--- src/rtl/seg_scan_ctrl.sv ---
`timescale 1ns/1ps
// Eight-digit multiplexed seven-segment scan controller.
// Scans digits 0..7 at SCAN_DIV clocks per slot. New data/masks are staged on
// load and committed at the next frame boundary, so a frame never mixes old
// and new content. Digits can be blanked, given a decimal point, or made to
// blink with a period of BLINK_FRAMES frames per phase.
module seg_scan_ctrl #(
  parameter int unsigned SCAN_DIV     = 100000,
  parameter int unsigned BLINK_FRAMES = 64
) (
  input  logic        clk,
  input  logic        rst,
  input  logic        en,
  input  logic        load,
  input  logic [31:0] data,
  input  logic [7:0]  blank_mask,
  input  logic [7:0]  dp_mask,
  input  logic [7:0]  blink_mask,
  output logic [7:0]  seg_out,
  output logic [7:0]  an_out,
  output logic        pending,
  output logic        frame_done
);

  localparam int unsigned   PW         = (SCAN_DIV > 1) ? $clog2(SCAN_DIV) : 1;
  localparam logic [PW-1:0] PRESC_LAST = PW'(SCAN_DIV - 1);
  localparam logic [7:0]    FRAME_LAST = 8'(BLINK_FRAMES - 1);

  typedef enum logic {
    PH_LIT  = 1'b0,
    PH_DARK = 1'b1
  } blink_ph_e;

  // Hex digit to active-low segments g..a.
  function automatic logic [6:0] hex7(input logic [3:0] n);
    logic [6:0] s;
    case (n)
      4'h0: s = 7'h40;
      4'h1: s = 7'h79;
      4'h2: s = 7'h24;
      4'h3: s = 7'h30;
      4'h4: s = 7'h19;
      4'h5: s = 7'h12;
      4'h6: s = 7'h02;
      4'h7: s = 7'h78;
      4'h8: s = 7'h00;
      4'h9: s = 7'h10;
      4'hA: s = 7'h08;
      4'hB: s = 7'h03;
      4'hC: s = 7'h46;
      4'hD: s = 7'h21;
      4'hE: s = 7'h06;
      default: s = 7'h0E;
    endcase
    return s;
  endfunction

  // Scan timing state
  logic [PW-1:0] presc_q, presc_d;
  logic [2:0]    dig_q, dig_d;
  logic [7:0]    fcnt_q, fcnt_d;
  blink_ph_e     ph_q, ph_d;
  logic          fdone_q, fdone_d;
  logic          tick, boundary;

  // Staged and active display content
  logic [31:0]   stg_data_q, stg_data_d;
  logic [7:0]    stg_blank_q, stg_blank_d;
  logic [7:0]    stg_dp_q, stg_dp_d;
  logic [7:0]    stg_blink_q, stg_blink_d;
  logic [31:0]   act_data_q, act_data_d;
  logic [7:0]    act_blank_q, act_blank_d;
  logic [7:0]    act_dp_q, act_dp_d;
  logic [7:0]    act_blink_q, act_blink_d;
  logic          pend_q, pend_d;

  // Registered display drive
  logic [7:0]    seg_q, seg_d;
  logic [7:0]    an_q, an_d;
  logic [3:0]    nib;
  logic          dark;

  // Prescaler, digit index, frame pulse and blink phase
  always_comb begin
    tick     = en && (presc_q == PRESC_LAST);
    boundary = tick && (dig_q == 3'd7);
    presc_d  = presc_q;
    dig_d    = dig_q;
    fcnt_d   = fcnt_q;
    ph_d     = ph_q;
    fdone_d  = boundary;
    if (en) begin
      presc_d = tick ? '0 : presc_q + PW'(1);
    end
    if (tick) begin
      dig_d = dig_q + 3'd1;
    end
    if (boundary) begin
      if (fcnt_q == FRAME_LAST) begin
        fcnt_d = '0;
        ph_d   = (ph_q == PH_LIT) ? PH_DARK : PH_LIT;
      end else begin
        fcnt_d = fcnt_q + 8'd1;
      end
    end
  end

  // Staging and commit of data/masks; a load on the boundary bypasses staging
  always_comb begin
    stg_data_d  = stg_data_q;
    stg_blank_d = stg_blank_q;
    stg_dp_d    = stg_dp_q;
    stg_blink_d = stg_blink_q;
    act_data_d  = act_data_q;
    act_blank_d = act_blank_q;
    act_dp_d    = act_dp_q;
    act_blink_d = act_blink_q;
    pend_d      = pend_q;
    if (load) begin
      stg_data_d  = data;
      stg_blank_d = blank_mask;
      stg_dp_d    = dp_mask;
      stg_blink_d = blink_mask;
      pend_d      = 1'b1;
    end
    if (boundary) begin
      if (load) begin
        act_data_d  = data;
        act_blank_d = blank_mask;
        act_dp_d    = dp_mask;
        act_blink_d = blink_mask;
        pend_d      = 1'b0;
      end else if (pend_q) begin
        act_data_d  = stg_data_q;
        act_blank_d = stg_blank_q;
        act_dp_d    = stg_dp_q;
        act_blink_d = stg_blink_q;
        pend_d      = 1'b0;
      end
    end
  end

  // Output decode from next-state values so the new digit and any content
  // committed on the boundary appear together, one cycle after the tick
  always_comb begin
    nib = 4'h0;
    for (int unsigned k = 0; k < 8; k++) begin
      if (dig_d == 3'(k)) begin
        nib = act_data_d[4*k +: 4];
      end
    end
    dark  = act_blank_d[dig_d] || ((ph_d == PH_DARK) && act_blink_d[dig_d]);
    seg_d = '1;
    an_d  = '1;
    if (en && !dark) begin
      an_d  = ~(8'h01 << dig_d);
      seg_d = {~act_dp_d[dig_d], hex7(nib)};
    end
  end

  // State registers with asynchronous reset to a dark, empty display
  always_ff @(posedge clk or posedge rst) begin
    if (rst) begin
      presc_q     <= '0;
      dig_q       <= '0;
      fcnt_q      <= '0;
      ph_q        <= PH_LIT;
      fdone_q     <= 1'b0;
      stg_data_q  <= '0;
      stg_blank_q <= '1;
      stg_dp_q    <= '0;
      stg_blink_q <= '0;
      act_data_q  <= '0;
      act_blank_q <= '1;
      act_dp_q    <= '0;
      act_blink_q <= '0;
      pend_q      <= 1'b0;
      seg_q       <= '1;
      an_q        <= '1;
    end else begin
      presc_q     <= presc_d;
      dig_q       <= dig_d;
      fcnt_q      <= fcnt_d;
      ph_q        <= ph_d;
      fdone_q     <= fdone_d;
      stg_data_q  <= stg_data_d;
      stg_blank_q <= stg_blank_d;
      stg_dp_q    <= stg_dp_d;
      stg_blink_q <= stg_blink_d;
      act_data_q  <= act_data_d;
      act_blank_q <= act_blank_d;
      act_dp_q    <= act_dp_d;
      act_blink_q <= act_blink_d;
      pend_q      <= pend_d;
      seg_q       <= seg_d;
      an_q        <= an_d;
    end
  end

  assign seg_out    = seg_q;
  assign an_out     = an_q;
  assign pending    = pend_q;
  assign frame_done = fdone_q;

endmodule

--- config.mk ---
export PLATFORM = sky130hd
export DESIGN_NAME = seg_scan_ctrl
export DESIGN_NICKNAME = d
export VERILOG_FILES = /design/src/rtl/seg_scan_ctrl.sv
export SDC_FILE = /design/constraint.sdc
export NUM_CORES = 1
export LEC_CHECK = 0
export BUFFER_PORTS_ARGS = -buffer_cell sky130_fd_sc_hd__buf_2
export CAP_MARGIN = 20
export CORE_MARGIN = 5
export CORE_UTILIZATION = 42
export CTS_CLUSTER_DIAMETER = 120
export DETAILED_ROUTE_END_ITERATION = 8
export SLEW_MARGIN = 5
export SYNTH_ARGS = -nofsm -noshare
export SYNTH_HDL_FRONTEND = slang
export SYNTH_SLANG_ARGS = --single-unit
--- constraint.sdc ---
create_clock -name clk -period 7.6 [get_ports clk]
set_input_delay 1.52 -clock clk [delete_from_list [all_inputs] [get_ports clk]]
set_output_delay 1.52 -clock clk [all_outputs]
set_load 0.02 [all_outputs]
==> results.sh <==
export IMPL_reg2regPathDepth=12
export IMPL_vias_per_cell=5.794
export IMPL_synth_common_cells="127 x dfrtp_1, 75 x nor2_1, 62 x nand2_1"
export IMPL_hp_class="reg2reg"
export IMPL_area_growth_pct=14.34
export IMPL_ys_flop_type="dfrtp_1"
export IMPL_synth_edf_count=0
export IMPL_drc=0
export IMPL_max_cap_viol_count=0
export IMPL_maxSlewHeadroom_pct=40.57
export IMPL_yosysUniqueCellTypes=78
export IMPL_async_flop_share_pct=100.0
export IMPL_p_int_w=0.001502
export IMPL_synth_most_common_cell="dfrtp_1"
export IMPL_ys_warn_count=0
export IMPL_synth_cells=757
export IMPL_first_global_vias=6292
export IMPL_slew_violations=0
export IMPL_cts_max_level=4
export IMPL_via_count=6176
export IMPL_fin_area_um2=9166
export IMPL_drt_iter0_drc=466
export IMPL_cts_resized=0
export IMPL_synthTopCellsByArea="dfrtp_1 40%, dfstp_2 10%, mux2_2 8.4%"
export IMPL_cts_max_path_buffers=2
export IMPL_cp_max_fo=26
export IMPL_grt_pass1_wl_mm=34.34
export IMPL_combPwrFrac_pct=7.5
export IMPL_core_area_um2=18770
export IMPL_fp_dieW_um=148.2
export IMPL_nNetsFinal=889
export IMPL_p_sw_w=0.0004486
export IMPL_max_slew_worst_pin_slew_ns=0.8893
export IMPL_track_usage_pct=19.69
export IMPL_clock_sinks=159
export IMPL_hp_start="act_blink_q[5]"
export IMPL_port_buffers=77
export IMPL_root_buffer="clkbuf_16"
export IMPL_r2r_start="presc_q[5]"
export IMPL_synth_top_area_share_pct=39.64
export IMPL_die_area_um2=21950
export IMPL_post_route_min_period_ns=5.203
export IMPL_powerDensity_nw_per_um2=212.8
export IMPL_antenna_found_initial=0
export IMPL_pre_cts_ws_ns=2.025
export IMPL_syn_avg_cell_area_um2=10.59
export IMPL_ioPinCount=78
export IMPL_whs_path_depth=2
export IMPL_rows=50
export IMPL_min_to="act_blink_q[5]"
export IMPL_required_ns=7.93
export IMPL_synth_top_area_cell="dfrtp_1"
export IMPL_postCtsHoldBufs=0
export IMPL_synth_fp_nets=827
export IMPL_ir_worst_vdd_mv=0.1472
export IMPL_cts_made_buffers=17
export IMPL_antenna_cells=0
export IMPL_wl_per_cell_um=19.83
export IMPL_rsz0062_at_grt="no"
export IMPL_place_hpwl_mm=14.69
export IMPL_grt_start_max_net_pins=94
export IMPL_crit_type="in2reg"
export IMPL_cts_setup_buffers=0
export IMPL_p_sw_share_pct=23.00
export IMPL_netlist_area_um2=8016
export IMPL_worst_slack_ns=2.397
export IMPL_setup_tns_ns=0
export IMPL_crit_arrival_ns=5.53
export IMPL_r2r_slack_ns=2.92
export IMPL_grt_overflow_total=0
export IMPL_crit_path_end_kind="register"
export IMPL_routed_wl_mm=21.14
export IMPL_outcome="complete, no violations"
export IMPL_ys_seq_area_share_pct=50.13
export IMPL_post_dp_cell_area_um2=8578
export IMPL_place_gp_congestion=0.8310
export IMPL_setup_viol=0
export IMPL_p_leak_nw=4.148
export IMPL_p_clk_share_pct=44.3
export IMPL_insertion_delay_ns=0.42
export IMPL_fmax_ghz=0.1922
export IMPL_start_util_pct=42.71
export IMPL_die_y_um=148.2
export IMPL_r2r_end="seg_out[3]"
export IMPL_seqPwrFrac_pct=48.2
export IMPL_cts_tree="done"
export IMPL_post_route_period_util_pct=68.46
export IMPL_fin_skew_ns=0.01059
export IMPL_drive_above_1_share_pct=29.33
export IMPL_ant_nets=0
export IMPL_clk_pin_slew_worst_paths_ns=0.06
export IMPL_dr_pass1_iters=5
export IMPL_worstSetupStartpointType="input pin"
export IMPL_ys_seq_elements=159
export IMPL_hold_viol=0
export IMPL_fillers=1753
-- cell families (layout without fill, tap and decap cells) --
logic type | count (synthesis) | count (layout) | share of synthesized area (%)
buffers and inverters | 78 | 153 | 4.261
and+or+nand+nor | 253 | 253 | 16.42
muxes | 75 | 75 | 10.30
AOI/OAI and AO/OA | 164 | 164 | 15.36
DFF | 159 | 159 | 50.13
xor gates and xnor gates | 18 | 18 | 1.967
adders and majority gates | 10 | 10 | 1.561
-- how the worst max path moves through the flow --
stage	startpoint	to	slack [ns]	depth (start not counted)
after floorplan	rst	act_blink_q[0]	1.84	1
after CTS	en	seg_out[3]	2.45	13
after global placement	en	seg_out[3]	2.20	13
after detailed placement	en	seg_out[3]	2.02	13
after global routing	en	seg_out[3]	2.13	13
final	en	seg_out[3]	2.40	13
-- layout by cell type (no fill, tap or decap), types with 20 or more instances in the layout --
cell	instances
dfstp_2	32
buf_2	76
nand2_1	62
mux2_2	60
dfrtp_1	127
or3_1	20
inv_1	29
nor2_1	75
a31oi_1	21
-- worst max-delay path, stage by stage --
cell      delay, ns
buf_2          0.18
and4_1         0.29
nand3_2        0.49
o21ai_1        0.33
and2_1         0.60
clkinv_1       0.37
a221o_1        0.41
o22ai_2        0.30
inv_2          0.11
ha_1           0.23
or3_1          0.40
a211oi_1       0.23
a31oi_1        0.07
-- registers in the layout, indices dropped and copies added, names as in the netlist --
signal       cells
fcnt_q           8
stg_blink_q      8
dig_q            3
act_blank_q      8
act_dp_q         8
an_out           8
frame_done       1
act_blink_q      8
ph_q             1
stg_blank_q      8
stg_dp_q         8
stg_data_q      32
presc_q         17
seg_out          8
pending          1
act_data_q      32
-- through the flow --
stage          power, W  cells  hold slack [ns]  utilization (%)
2_1_floorplan  0.001048    757           0.4436                -
3_3_place_gp   0.001096   1034           0.4694            45.71
3_5_place_dp   0.001103   1034           0.4733            45.71
4_1_cts        0.001970   1066           0.4888            48.84
5_1_grt        0.002030   1066           0.5126            48.84
6_report       0.001950   1066           0.4841            48.84
-- final cells by class --
class | count | area, um^2 | area share [%]
clock buffer | 25 | 475.5 | 5.187
clock inverter | 7 | 112.6 | 1.229
inverter | 33 | 128.9 | 1.406
multi-input combinational | 520 | 3667 | 40.01
sequential | 159 | 4019 | 43.84
tap | 234 | 292.8 | 3.194
timing repair buffer | 88 | 470.5 | 5.132
-- power groups by stage --
stage / sequential, W / clock, W / combinational, W
2_1_floorplan: 0.000947 / 0 / 0.000101
3_3_place_gp: 0.000951 / 0 / 0.000145
3_5_place_dp: 0.000954 / 0 / 0.000149
4_1_cts: 0.000940 / 0.000880 / 0.000150
5_1_grt: 0.000947 / 0.000918 / 0.000165
6_report: 0.000940 / 0.000863 / 0.000147
-- routing by layer --
metal | share of wire, % | vias up | global-route usage, % | routed length (um)
met5 | 0 | - | 0 | 0
met4 | 1.4 | 0 | 5.173 | 289
met3 | 4.7 | 19 | 4.174 | 1000
met2 | 47 | 171 | 31.03 | 9888
met1 | 47 | 3106 | 27.83 | 9958
li1 | - | 2880 | - | -
Note: power is estimated with default switching activity, not from simulation.
